===== src/rtl/alu_op_sequencer.sv =====
// Sequences one ALU operation: issue a one-hot selector control, wait for it to settle, then hold the result until it is taken.
// Optional macro ALU_OP_ILLEGAL_CHECK_EN: reject opcodes 12-15 with an error response instead of running them as a NOP.
module alu_op_sequencer (
  input  logic        clk,
  input  logic        rst,
  input  logic        req_valid,
  input  logic [3:0]  req_op,
  output logic        req_ready,
  output logic [11:0] alu_ctrl,
  input  logic [31:0] alu_result,
  input  logic        alu_compeq,
  input  logic        alu_compneq,
  input  logic        alu_compless,
  output logic        rsp_valid,
  input  logic        rsp_ready,
  output logic [31:0] rsp_result,
  output logic [2:0]  rsp_flags,
  output logic        rsp_err
);

  typedef enum logic [1:0] {IDLE, ISSUE, DONE} state_t;

  state_t     state;
  logic [3:0] op_q;
  logic [1:0] settle_cnt;

  // Opcodes 12-15 have no selector line, so they map to an all-zero control.
  function automatic logic [11:0] onehot(input logic [3:0] op);
    return (op < 4'd12) ? (12'd1 << op) : 12'd0;
  endfunction

  function automatic logic [1:0] settle_cycles(input logic [3:0] op);
    return ((op == 4'd3) || (op == 4'd4) || (op == 4'd5)) ? 2'd2 : 2'd1;
  endfunction

  always_ff @(posedge clk) begin
    if (rst) begin
      state      <= IDLE;
      op_q       <= 4'd0;
      settle_cnt <= 2'd0;
      req_ready  <= 1'b1;
      alu_ctrl   <= 12'd0;
      rsp_valid  <= 1'b0;
      rsp_result <= 32'd0;
      rsp_flags  <= 3'd0;
`ifdef ALU_OP_ILLEGAL_CHECK_EN
      rsp_err    <= 1'b0;
`endif
    end else begin
      case (state)
        IDLE: begin
          if (req_valid && req_ready) begin
            op_q      <= req_op;
            req_ready <= 1'b0;
`ifdef ALU_OP_ILLEGAL_CHECK_EN
            if (req_op >= 4'd12) begin
              state      <= DONE;
              rsp_valid  <= 1'b1;
              rsp_result <= 32'd0;
              rsp_flags  <= 3'd0;
              rsp_err    <= 1'b1;
            end else begin
              state      <= ISSUE;
              alu_ctrl   <= onehot(req_op);
              settle_cnt <= settle_cycles(req_op);
            end
`else
            state      <= ISSUE;
            alu_ctrl   <= onehot(req_op);
            settle_cnt <= settle_cycles(req_op);
`endif
          end
        end

        ISSUE: begin
          // settle_cnt holds the ISSUE cycles remaining, including this one.
          if (settle_cnt == 2'd1) begin
            settle_cnt <= 2'd0;
            alu_ctrl   <= 12'd0;
            rsp_result <= alu_result;
            rsp_flags  <= {alu_compless, alu_compneq, alu_compeq};
            rsp_valid  <= 1'b1;
            state      <= DONE;
`ifdef ALU_OP_ILLEGAL_CHECK_EN
            rsp_err    <= 1'b0;
`endif
          end else begin
            settle_cnt <= settle_cnt - 2'd1;
            alu_ctrl   <= onehot(op_q);
          end
        end

        DONE: begin
          if (rsp_ready) begin
            rsp_valid <= 1'b0;
            req_ready <= 1'b1;
            state     <= IDLE;
          end
        end

        default: begin
          state     <= IDLE;
          req_ready <= 1'b1;
          alu_ctrl  <= 12'd0;
          rsp_valid <= 1'b0;
        end
      endcase
    end
  end

`ifndef ALU_OP_ILLEGAL_CHECK_EN
  assign rsp_err = 1'b0;
`endif

endmodule


===== config.mk =====
export PLATFORM = sky130hd
export DESIGN_NAME = alu_op_sequencer
export DESIGN_NICKNAME = d
export VERILOG_FILES = /design/src/rtl/alu_op_sequencer.sv
export SDC_FILE = /design/constraint.sdc
export NUM_CORES = 1
export LEC_CHECK = 0
export CAP_MARGIN = 0
export CORE_MARGIN = 2
export CORE_UTILIZATION = 43
export DETAILED_ROUTE_END_ITERATION = 8
export PLACE_DENSITY_LB_ADDON = 0.3
export SETUP_SLACK_MARGIN = 0.3
export SLEW_MARGIN = 20
export SYNTH_ARGS = -nofsm -noshare
export SYNTH_HDL_FRONTEND = slang
export SYNTH_SLANG_ARGS = --single-unit

===== constraint.sdc =====
create_clock -name clk -period 4.2 [get_ports clk]
set_input_delay 0.84 -clock clk [delete_from_list [all_inputs] [get_ports clk]]
set_output_delay 0.84 -clock clk [all_outputs]
set_load 0.05 [all_outputs]

---- After elaboration in Yosys (flattened, before gate mapping) ----
Cells that the tools add are included.
storage, ports and cells
  output and inout port bits .............. 50
  register bits ........................... 57
operators by class
  order comparisons ....................... 2
  shift-type cells ........................ 2
  muxes and demuxes ....................... 19
  add/sub/neg operators ................... 1
  bitwise gates (word level) .............. 3
  reductions and logical operators ........ 12
  equal/unequal tests ..................... 9
operators by type and width
  operator                                              number
  2-to-1 mux 12 bit                                     4
  case mux 12 bit (3 select lines)                      1
  left shift 1 x 4 -> 12 bit (first input constant)     2
  2-to-1 mux 2 bit                                      6
  AND reduction 3 bit                                   3
  equality test 4 x 3 -> 1 bit (second input constant)  2
  less-than comparator 4 bit (second input constant)    2
  AND reduction 2 bit                                   4
  != test 2 bit (second input constant)                 3
  case mux 1 bit (3 select lines)                       2
  case mux 2 bit (3 select lines)                       1
  equality test 2 x 1 -> 1 bit (second input constant)  2
  equality test 4 x 2 -> 1 bit (second input constant)  1
  2-to-1 mux 1 bit                                      4
  case mux 2 bit (2 select lines)                       1
  inverter 1 bit                                        3
  equality test 2 bit (second input constant)           1
  zero test 2 bit                                       1
  logical OR 1 bit                                      2
  nonzero test 2 bit                                    1
  subtractor 2 x 1 -> 2 bit (second input constant)     1
  logical AND 1 bit                                     1

---- Depth between registers and ports, before layout ----
Gate-level depths: netlist (run 1).
  word-level depth ........................ 6
  depth in mapped cells ................... 7
  gate-level depth less buffers ........... 5

---- Least setup slack after synthesis (run 1) ----
No wires, ideal clock.
  kind .................................... in2reg
  from .................................... input rst
  to ...................................... register alu_ctrl[0]
  setup slack ............................. 2297 ps
  path buffers ............................ 2
  required time ........................... 4140 ps
  library setup time ...................... 60 ps
  arrival time ............................ 1842 ps
  stages .................................. 4
  path through ............................ clkbuf_1 > a311oi_1 > clkbuf_1 > a22o_1
RTL lines
  what                    line  RTL
  start: declaration      5     input logic rst,
  end signal: assignment  69    alu_ctrl <= onehot(req_op);
  end signal: assignment  89    alu_ctrl <= onehot(op_q);
  end: declaration        9     output logic [11:0] alu_ctrl,

---- Worst setup path in the final report (run 1) ----
  from .................................... register req_ready
  to ...................................... output req_ready
RTL lines
  what                      line  RTL
  start: declaration        8     output logic req_ready,
  start signal: assignment  41    req_ready <= 1'b1;
  start signal: assignment  54    req_ready <= 1'b0;
  start signal: assignment  96    req_ready <= 1'b1;
No word-level cell between the ends.

==> results.json, run 1 <==
{
  "core_sq_um": 5110,
  "p_sw_share_pct": 28.2,
  "p_comb_share_pct": 18.6,
  "criticalPathCategory": "reg2out",
  "reg2reg_slack_ns": 2.39,
  "vias": 2159,
  "peakVddDrop_v": 0.000310,
  "intPower_uw": 962,
  "clkPwrFrac_pct": 37.3,
  "r2r_cells": 3,
  "initial_utilization_pct": 44.8,
  "whs_ns": 0.453,
  "synth.distinct_cells": 39,
  "synthCells": 268,
  "grt_overflow": 0,
  "cp_max_fo": 7,
  "vias_per_cell": 5.06,
  "worst_pin_slew_ns": 0.895,
  "grt_pass1_vias": 2045,
  "p_sw_uw": 377,
  "final-max-slew-violation-count": 0,
  "n_antenna_cell": 0,
  "post-route-drc-count": 0,
  "cts_setup_buffers": 0,
  "fin_area_sq_um": 3410,
  "place_area_sq_um": 3220,
  "grt_pass1_wl_microns": 9500,
  "wl_per_cell_microns": 13.3,
  "power_density_nw_per_um2": 393,
  "gp_congestion": 0.789,
  "antenna_found_initial": 0,
  "arrival_ns": 1.60,
  "slew_headroom_pct": 40.1,
  "first_pass_iters": 4,
  "synth.net_count": 312,
  "fin_setup_tns_ns": 0,
  "synth_area_sq_um": 2290,
  "path_clk_slew_ns": 0.06,
  "crit_slowest_cell": "clkdlybuf4s50_1",
  "fill_cells": 427,
  "timing.fmax_ghz": 0.410,
  "ant_nets": 0,
  "nNetsFinal": 396,
  "slowest_delay_ns": 0.85,
  "synth_top_cell_area_share_pct": 49.9,
  "layout_min_cycle_time_ns": 2.44,
  "end_kind": "primary output",
  "portBuffers": 91,
  "syn2layout_area_growth_pct": 49.1,
  "seq_power_share_pct": 44.0,
  "cts_made_buffers": 9,
  "drtIter0Drc": 99,
  "ios": 93,
  "ys_warn_count": 0,
  "routed_wl_microns": 5700,
  "hold_viol_final": 0,
  "timing.rr.end": "alu_ctrl[5]",
  "holdBufCountCts": 0,
  "cap_violations": 0,
  "startpoint_type": "flip-flop",
  "dpl.hpwl_microns": 3800,
  "min_from": "rsp_result[0]",
  "dieArea_sq_um": 5920,
  "htree_levels": 3,
  "hold_depth": 2,
  "grt_max_degree": 37,
  "row_count": 26,
  "hold_class": "reg2reg",
  "clk_latency_ns": 0.33,
  "fin_util_pct": 66.8,
  "clockBufferDepth": 2,
  "hold_end": "rsp_result[0]",
  "cts_tree": "done",
  "worstPathCellList": "clkdlybuf4s50_1",
  "cp_top_family": "buffers and inverters",
  "ys_top_cells_by_area": "dfxtp_1, nand2_1, a21oi_1",
  "post-route-period-util_pct": 58.1,
  "cellLeakagePower_nw": 1.17,
  "p_total_mw": 1.34,
  "cp.buffers_inverters": 1,
  "layout-drive-gt1-share_pct": 6.44,
  "ys_seq_area_share_pct": 49.9,
  "die_w_microns": 77.0,
  "avgSynthCellArea_sq_um": 8.54,
  "cts_sinks": 57,
  "yosysTopAreaCell": "dfxtp_1",
  "finalSetupViolations": 0,
  "die_h_microns": 77.0,
  "rr_startpoint": "state[0]",
  "rsz0062_at_grt": "false",
  "cts_resized": 0,
  "crit_required_ns": 3.36,
  "ys_ff_latch": 57,
  "status": "complete, no violations",
  "fin_skew_ns": 0.00970,
  "grt_util_all_layers_pct": 20.3,
  "root_buffer": "clkbuf_8"
}
[logic make-up (layout without fill, tap and decap cells)]
family                     Yosys count  after routing  share of synthesized area, %
adders and majority gates            1              1                         0.547
and+or+nand+nor                    106            106                          21.9
buffers and inverters               26            115                          5.08
AOI/OAI and AO/OA                   72             72                          20.2
other                                1              1                         0.164
muxes                                5              5                          2.24
DFF                                 57             57                          49.9
[worst max-delay path by stage]
stage / startpoint / to / depth (start not counted)
2_1_floorplan: rst / alu_ctrl[0] / 4
3_3_place_gp: req_valid / op_q[2] / 4
3_5_place_dp: req_valid / settle_cnt[1] / 4
4_1_cts: req_valid / settle_cnt[1] / 4
5_1_grt: req_ready / req_ready / 1
6_report: req_ready / req_ready / 1
[power by group through the flow]
stage | logic [mW] | registers, mW | clock network (mW)
CTS | 0.250 | 0.589 | 0.508
global route | 0.269 | 0.594 | 0.541
finish | 0.250 | 0.590 | 0.500
global placement | 0.246 | 0.600 | 0
detailed placement | 0.250 | 0.601 | 0
floorplan | 0.100 | 0.654 | 0
[layer usage]
metal  up-vias  wire length (microns)  track usage [%]
li1       1098                      -                -
met1       983                   2520             24.3
met2        67                   2750             32.8
met3        11                    312             6.35
met4         0                    116             10.0
met5         -                      0                0
[layout by cell type, fill, tap and decap left out, drive strengths merged]
| master | count |
|---|---|
| inv | 4 |
| nor2b | 1 |
| o21ai | 3 |
| clkinv | 2 |
| nor2 | 6 |
| nand2b | 4 |
| or4 | 1 |
| a22o | 12 |
| o31ai | 1 |
| a311oi | 1 |
| clkdlybuf4s50 | 91 |
| clkbuf | 13 |
| nor3b | 1 |
| or3b | 2 |
| mux2 | 1 |
| nand3b | 3 |
| buf | 4 |
| or4b | 4 |
| o32ai | 6 |
| bufinv | 1 |
| nor4bb | 2 |
| and3b | 1 |
| o32a | 1 |
| ha | 1 |
| conb | 1 |
| or3 | 2 |
| a31oi | 1 |
| o21bai | 1 |
| or2 | 1 |
| nor3 | 2 |
| o22ai | 6 |
| dfxtp | 57 |
| nand3 | 1 |
| nand2 | 74 |
| nand4bb | 1 |
| mux2i | 4 |
| a21oi | 39 |
| o311a | 1 |
[flip-flops by register name, indices dropped and copies added, names as in the netlist]
register / count
req_ready: 1
rsp_flags: 3
rsp_result: 32
state: 2
settle_cnt: 2
op_q: 4
rsp_valid: 1
alu_ctrl: 12
[synthesized netlist by cell type]
cell type	number
nand2_1	74
dfxtp_1	57
a21oi_1	39
clkbuf_1	14
a22o_1	12
buf_2	6
nor2_1	6
o22ai_1	6
o32ai_1	5
inv_1	4
mux2i_1	4
nand2b_1	4
or4b_1	4
nand3b_1	3
nor3_1	2
nor4bb_1	2
o21ai_0	2
or3_1	2
or3b_2	2
a311oi_1	1
a31oi_1	1
and3b_1	1
buf_4	1
buf_6	1
conb_1	1
ha_1	1
mux2_1	1
nand3_1	1
nand4bb_1	1
nor2b_1	1
nor3b_1	1
o21ai_1	1
o21bai_1	1
o311a_1	1
o31ai_1	1
o32a_1	1
o32ai_2	1
or2_2	1
or4_1	1
[metrics by stage]
| step | cells | worst slack (ns) |
|---|---|---|
| after floorplan | 268 | 2.30 |
| after global placement | 411 | 1.51 |
| after detailed placement | 411 | 1.42 |
| after CTS | 427 | 1.70 |
| after global routing | 427 | 1.69 |
| final | 427 | 1.76 |
[worst reg2reg max path, stage by stage, from the launching register on]
cell and delay, ns:
dfxtp_1 0.64, or4b_1 0.65, o32ai_1 0.31, a22o_1 0.17
[layout make-up]
type,instances,area [sq um],share of cell area (%)
sequential,57,1140,33.4
multi-input combinational,185,1040,30.4
timing repair buffer,95,941,27.6
clock buffer,13,149,4.36
tap,70,87.6,2.57
clock inverter,3,40.0,1.17
inverter,4,15.0,0.440
Power figures use the tool's default switching activity.
==> run 2, diff against run 1 <==
--- a/config.mk
+++ b/config.mk
@@ -7,7 +7,7 @@
 export LEC_CHECK = 0
 export CAP_MARGIN = 0
 export CORE_MARGIN = 2
-export CORE_UTILIZATION = 43
+export CORE_UTILIZATION = 38
 export DETAILED_ROUTE_END_ITERATION = 8
 export PLACE_DENSITY_LB_ADDON = 0.3
 export SETUP_SLACK_MARGIN = 0.3
==> constraint.sdc (replaced) <==
create_clock -name clk -period 2.2 [get_ports clk]
set_input_delay 0.44 -clock clk [delete_from_list [all_inputs] [get_ports clk]]
set_output_delay 0.44 -clock clk [all_outputs]
set_load 0.05 [all_outputs]
==> results.json, run 2 (synthesized netlist as in run 1, its figures left out) <==
{
  "largest-register": "rsp_result",
  "crit_slowest_cell": "or4b_1",
  "r2r_cells": 5,
  "cp_max_fo": 8,
  "crit_required_ns": 2.47,
  "dp.cells": 423,
  "fin_skew_ns": 0.00487,
  "vias_per_cell": 4.97,
  "rr_startpoint": "settle_cnt[1]",
  "hold_viol_final": 0,
  "drtIter0Drc": 75,
  "place_area_sq_um": 3290,
  "rsz0062_at_grt": "false",
  "n_antenna_cell": 0,
  "dieArea_sq_um": 6660,
  "ios": 93,
  "die_h_microns": 81.6,
  "cts_setup_buffers": 0,
  "hold_depth": 2,
  "timing.rr.end": "alu_ctrl[1]",
  "cts_made_buffers": 9,
  "layout_min_cycle_time_ns": 1.81,
  "worst_pin_slew_ns": 0.728,
  "clockBufferDepth": 2,
  "antenna_found_initial": 0,
  "cts_sinks": 57,
  "row_count": 28,
  "criticalPathCategory": "reg2reg",
  "path_clk_slew_ns": 0.06,
  "first_pass_iters": 4,
  "hold_end": "rsp_result[21]",
  "fin_util_pct": 59.4,
  "final-max-slew-violation-count": 0,
  "syn2layout_area_growth_pct": 52.7,
  "reg2reg_slack_ns": 0.39,
  "routed_wl_microns": 5710,
  "cap_violations": 0,
  "end_kind": "flip-flop",
  "fin_area_sq_um": 3490,
  "timing.fmax_ghz": 0.552,
  "largest_register_ffs": 32,
  "layout-drive-gt1-share_pct": 8.79,
  "status": "complete, no violations",
  "clk_latency_ns": 0.33,
  "gp_congestion": 0.901,
  "power_density_nw_per_um2": 816,
  "cts_resized": 49,
  "ant_nets": 0,
  "grt_max_degree": 46,
  "grt_pass1_vias": 1952,
  "fin_cells": 439,
  "nNetsFinal": 403,
  "portBuffers": 91,
  "min_from": "rsp_result[21]",
  "die_w_microns": 81.6,
  "slowest_delay_ns": 0.68,
  "post-route-drc-count": 0,
  "htree_levels": 3,
  "post-route-period-util_pct": 82.4,
  "top_regs": "rsp_result x32, alu_ctrl x12, op_q x4",
  "root_buffer": "clkbuf_8",
  "holdBufCountCts": 0,
  "arrival_ns": 2.08,
  "layout_common_cells": "nand2_1, dfxtp_1, dlygate4sd2_1",
  "finalSetupViolations": 0,
  "grt_util_all_layers_pct": 17.7,
  "dpl.hpwl_microns": 3940,
  "final_common_cell": "nand2_1",
  "hold_class": "reg2reg",
  "cellLeakagePower_nw": 1.47,
  "worstPathCellList": "inv_1, ha_1, or4b_1, o32ai_2, a22o_1",
  "startpoint_type": "flip-flop",
  "grt_pass1_wl_microns": 9020,
  "grt_overflow": 0,
  "initial_utilization_pct": 38.9,
  "peakVddDrop_v": 0.000494,
  "fill_cells": 550,
  "wl_per_cell_microns": 13.0,
  "vias": 2184,
  "slew_headroom_pct": 51.2,
  "core_sq_um": 5890,
  "cts_tree": "done"
}
## run 2: changes by cell type in the layout (fill, tap and decap cells not counted), sizes merged
cell	before	now
dlygate4sd2	0	49
clkinvlp	0	1
clkdlybuf4s50	91	42
bufinv	1	3
clkinv	2	0
buf	4	11
clkbuf	13	12
## run 2: metal layers
layer  wire length (microns)  GRT usage [%]
met1                    2390           21.3
met2                    2780           27.5
met3                     401           6.92
met4                     143           9.00
met5                       0              0
## run 2: metrics by stage
stage	power, mW	setup WS (ns)	setup TNS, ns	hold slack [ns]
finish	2.85	0.387	0	0.452
global route	2.98	0.301	0	0.471
CTS	2.88	0.401	0	0.452
detailed placement	1.64	0.118	0	0.445
global placement	1.63	-0.104	-0.869	0.441
floorplan	1.44	0.571	0	0.474
## run 2: final cells by class
class	instances	area [sq um]	share of cell area, %
well taps	75	93.8	2.69
multi-input cells	185	1040	29.7
inverters	4	15.0	0.430
clock inverters	4	97.6	2.79
clock buffers	12	165	4.73
flip-flops and latches	57	1140	32.7
repair buffers	102	945	27.0
## run 2: worst max-delay path by stage
stage                       start           to  slack [ns]  depth (start not counted)
finish              settle_cnt[1]  alu_ctrl[1]        0.39                          5
global route        settle_cnt[1]  alu_ctrl[1]        0.30                          5
detailed placement      req_op[2]  alu_ctrl[0]        0.12                          4
CTS                 settle_cnt[1]  alu_ctrl[1]        0.40                          5
global placement        req_valid  alu_ctrl[8]       -0.10                          4
floorplan               req_ready      op_q[0]        0.57                          4
## run 2: report_power, final
| part | internal, mW | switching (mW) |
|---|---|---|
| sequential | 1.08 | 0.0399 |
| combinational | 0.195 | 0.281 |
| clock | 0.845 | 0.408 |
| total | 2.12 | 0.729 |
## run 2: worst max-delay path: cells and delay by family (launching register included)
kind	cells	cell delay (ns)
fa+ha+maj	1	0.26
simple gates	1	0.68
flops	1	0.32
buf+inv	1	0.04
compound gates	2	0.46
==> run 3, diff against run 2 <==
==> constraint.sdc (replaced) <==
create_clock -name clk -period 1.6 [get_ports clk]
set_input_delay 0.32 -clock clk [delete_from_list [all_inputs] [get_ports clk]]
set_output_delay 0.32 -clock clk [all_outputs]
set_load 0.05 [all_outputs]
==> results.json, run 3 (synthesized netlist as in run 1, its figures left out) <==
{
  "status": "finished with violations",
  "violations": "setup timing",
  "timing.fmax_ghz": 0.623,
  "vias_per_cell": 5.10,
  "gp_congestion": 0.862,
  "clockBufferDepth": 2,
  "cts_made_buffers": 9,
  "grt_pass1_wl_microns": 10700,
  "setup.worst_path.start": "settle_cnt[1]",
  "fin_area_sq_um": 3990,
  "htree_levels": 3,
  "antenna_found_initial": 0,
  "vias": 2373,
  "grt_util_all_layers_pct": 21.7,
  "grt_use_met3_pct": 6.48,
  "drtIter0Drc": 97,
  "cap_violations": 0,
  "portBuffers": 91,
  "grt_max_degree": 25,
  "busiest_layer": "met2",
  "cellLeakagePower_nw": 1.57,
  "fin_util_pct": 67.8,
  "largest-register": "rsp_result",
  "finalSetupViolations": 1,
  "p_sw_mw": 1.09,
  "arrival_ns": 1.88,
  "fill_cells": 466,
  "n_antenna_cell": 0,
  "p_sw_share_pct": 28.7,
  "crit_required_ns": 1.88,
  "die_w_microns": 81.6,
  "wl_per_cell_microns": 15.0,
  "dpl.hpwl_microns": 4110,
  "hold_viol_final": 0,
  "largest_register_ffs": 32,
  "holdBufCountCts": 0,
  "core_sq_um": 5890,
  "die_h_microns": 81.6,
  "initial_utilization_pct": 38.9,
  "min_from": "rsp_result[16]",
  "layout_common_cells": "nand2_1, buf_4, dfxtp_1",
  "criticalPathCategory": "reg2reg",
  "top_regs": "rsp_result x32, alu_ctrl x12, op_q x4",
  "peakVddDrop_v": 0.000516,
  "root_buffer": "clkbuf_8",
  "seq_power_share_pct": 40.9,
  "r2r_cells": 6,
  "intPower_mw": 2.69,
  "met2_usage_pct": 35.0,
  "p_total_mw": 3.78,
  "clkPwrFrac_pct": 33.8,
  "hold_class": "reg2reg",
  "nNetsFinal": 429,
  "final_common_cell": "nand2_1",
  "cp_max_fo": 8,
  "path_clk_slew_ns": 0.06,
  "timing.rr.end": "alu_ctrl[1]",
  "routed_wl_microns": 6960,
  "ios": 93,
  "layout-drive-gt1-share_pct": 34.1,
  "fin_skew_ns": 0.00606,
  "fin_setup_tns_ns": -0.00628,
  "end_kind": "flip-flop",
  "hold_depth": 2,
  "setup_ws_ns": -0.00628,
  "power_density_nw_per_um2": 947,
  "clk_latency_ns": 0.33,
  "place_area_sq_um": 3320,
  "rsz0062_at_grt": "true",
  "post-route-drc-count": 0,
  "grt_use_met1_pct": 26.2,
  "row_count": 28,
  "ant_nets": 0,
  "syn2layout_area_growth_pct": 74.3,
  "dieArea_sq_um": 6660,
  "rr_startpoint": "settle_cnt[1]",
  "startpoint_type": "flip-flop",
  "final-max-slew-violation-count": 0,
  "grt_overflow": 0,
  "hold_end": "rsp_result[16]",
  "reg2reg_slack_ns": -0.006,
  "grt_pass1_vias": 2230,
  "layout_min_cycle_time_ns": 1.61,
  "post-route-period-util_pct": 100,
  "pre_cts_ws_ns": -0.333,
  "first_pass_iters": 4,
  "cts_tree": "done",
  "p_comb_share_pct": 25.3,
  "cts_sinks": 57
}
run 3: worst max path at each step:
stage                        endpoint  slack (ns)  cells past startpoint
final                     alu_ctrl[1]      -0.006                      6
after global routing      alu_ctrl[1]       -0.07                      6
after CTS                 alu_ctrl[1]     -0.0004                      6
after detailed placement  alu_ctrl[2]       -0.33                      5
after global placement    alu_ctrl[8]       -0.56                      4
after floorplan           alu_ctrl[5]        0.07                      6
run 3: cell type report:
type | instances | area (sq um) | area share [%]
Clock inverter | 2 | 10.0 | 0.251
Clock buffer | 14 | 183 | 4.58
Inverter | 4 | 15.0 | 0.376
Sequential cell | 57 | 1150 | 28.9
Tap cell | 75 | 93.8 | 2.35
Timing Repair Buffer | 128 | 1310 | 32.8
Multi-Input combinational cell | 185 | 1230 | 30.8
run 3: power groups by stage:
| stage | Combinational (mW) | Sequential [mW] | Clock, mW |
|---|---|---|---|
| after floorplan | 0.291 | 1.72 | 0 |
| final | 0.957 | 1.54 | 1.27 |
| after CTS | 0.898 | 1.54 | 1.30 |
| after detailed placement | 0.752 | 1.57 | 0 |
| after global routing | 1.02 | 1.55 | 1.37 |
| after global placement | 0.738 | 1.56 | 0 |
run 3: per-layer routing:
metal,up-vias,wire length [microns],part of all wire (%)
li1,1174,-,-
met1,1114,2990,43
met2,73,3440,49
met3,12,418,6.0
met4,0,115,1.7
met5,-,0,0
run 3: through the flow:
stage | cells | hold slack (ns)
2_1_floorplan | 268 | 0.456
3_3_place_gp | 433 | 0.443
3_5_place_dp | 433 | 0.448
4_1_cts | 461 | 0.457
5_1_grt | 465 | 0.475
6_report | 465 | 0.454
run 3: what timing repair did:
action / in CTS / in global routing
setup buffers: 6 / 4
pin swaps: 8 / 7
setup endpoints to repair: 54 / 55
cloned: 6 / 0
resized for setup: 34 / 19
run 3: critical path: stages (launching register included):
cell     delay, ns
dfxtp_2       0.33
inv_2         0.04
ha_4          0.15
or4b_4        0.51
buf_6         0.15
o32ai_4       0.21
a22o_1        0.15
==> RTL change, RTL diff (settings of run 3) <==
Add a define of `ALU_OP_ILLEGAL_CHECK_EN`.
--- a/src/rtl/alu_op_sequencer.sv
+++ b/src/rtl/alu_op_sequencer.sv
@@ -2,2 +2,4 @@
 // Optional macro ALU_OP_ILLEGAL_CHECK_EN: reject opcodes 12-15 with an error response instead of running them as a NOP.
+`define ALU_OP_ILLEGAL_CHECK_EN
+
 module alu_op_sequencer (
Behaviour: not the same (Yosys sat finds a counterexample within 4 cycles, from zero or initial values and one cycle with rst high).
==> RTL change against run 3 <==
Wire length fell by 3.5%; sequential cell count rose by 1; fmax rose by 1.1%; critical path depth did not move; total power rose by 8.1%; via count fell by 8.7%; clock skew rose by 6.0 ps; global-route usage fell by 1.4 points; first-iteration DRC count rose by 31%; cell area fell by 0.91%; area after synthesis fell by 3.4%; setup slack improved by 17 ps.
==> RTL change: results <==
metrics = {
    "setup_path": {
        "worstReg2RegStart": "state[0]$_SDFFE_PP0P_",
        "cp.arrival_ps": 1830,
    },
    "synthesis": {
        "synth_top_family_by_area": "compound AO/OA/AOI/OAI gates",
        "synth-compound-area-share_pct": 27.2,
        "yosys.area_share.adder_pct": 0.566,
        "synth.mux.area_fraction_pct": 3.28,
    },
    "grt": {
        "grt_max_degree": 33,
        "grt.met2_usage_pct": 31.1,
        "track_usage_pct": 20.3,
        "grt_pass1_vias": 1966,
    },
    "route": {
        "vias": 2167,
        "met1Wirelength_um": 3010,
    },
    "pwr": {
        "leakagePower_uw": 0.00167,
        "pwr-share-seq_pct": 38.2,
        "intPower_uw": 2990,
    },
    "placement": {
        "pre_cts_ws_ps": -344,
        "hpwl_um": 4110,
        "port_buffers": 92,
        "gp_congestion": 0.805,
    },
    "sta": {
        "period_minus_slack_ps": 1590,
    },
    "layout": {
        "n_all_buffers": 134,
        "n_clock_buffer": 9,
        "fin_nets": 375,
        "multi_input_area_share_pct": 28.9,
    },
    "outcome": {
        "status": "finished, final reports clean",
    },
}
RTL change: changes by cell type after synthesis, moves of 3 or more:
cell             run 3  this run
buf_6                1         5
buf_2                6         1
nor2_1               6         9
clkbuf_1            14         8
a31oi_1              1         4
a21oi_1             39         2
a22o_1              12        47
or4b_1               4         0
nand2_1             74         7
RTL change: stage by stage:
stage / cell area (um2) / total power [uW] / cells
finish: 3950 / 4080 / 408
global route: 3950 / 4230 / 408
CTS: 3780 / 4040 / 400
detailed placement: 3250 / 2230 / 375
global placement: 3250 / 2220 / 375
floorplan: 2270 / 1970 / 202
RTL change: what timing repair did:
| item | 4_1_cts | 5_1_grt |
|---|---|---|
| gates resized for setup | 35 | 17 |
| pin swaps | 14 | 40 |
| gates cloned | 4 | 2 |
| setup endpoints to repair | 51 | 50 |
| setup buffers | 5 | 6 |
| endpoints found under the hold margin | 0 | 0 |
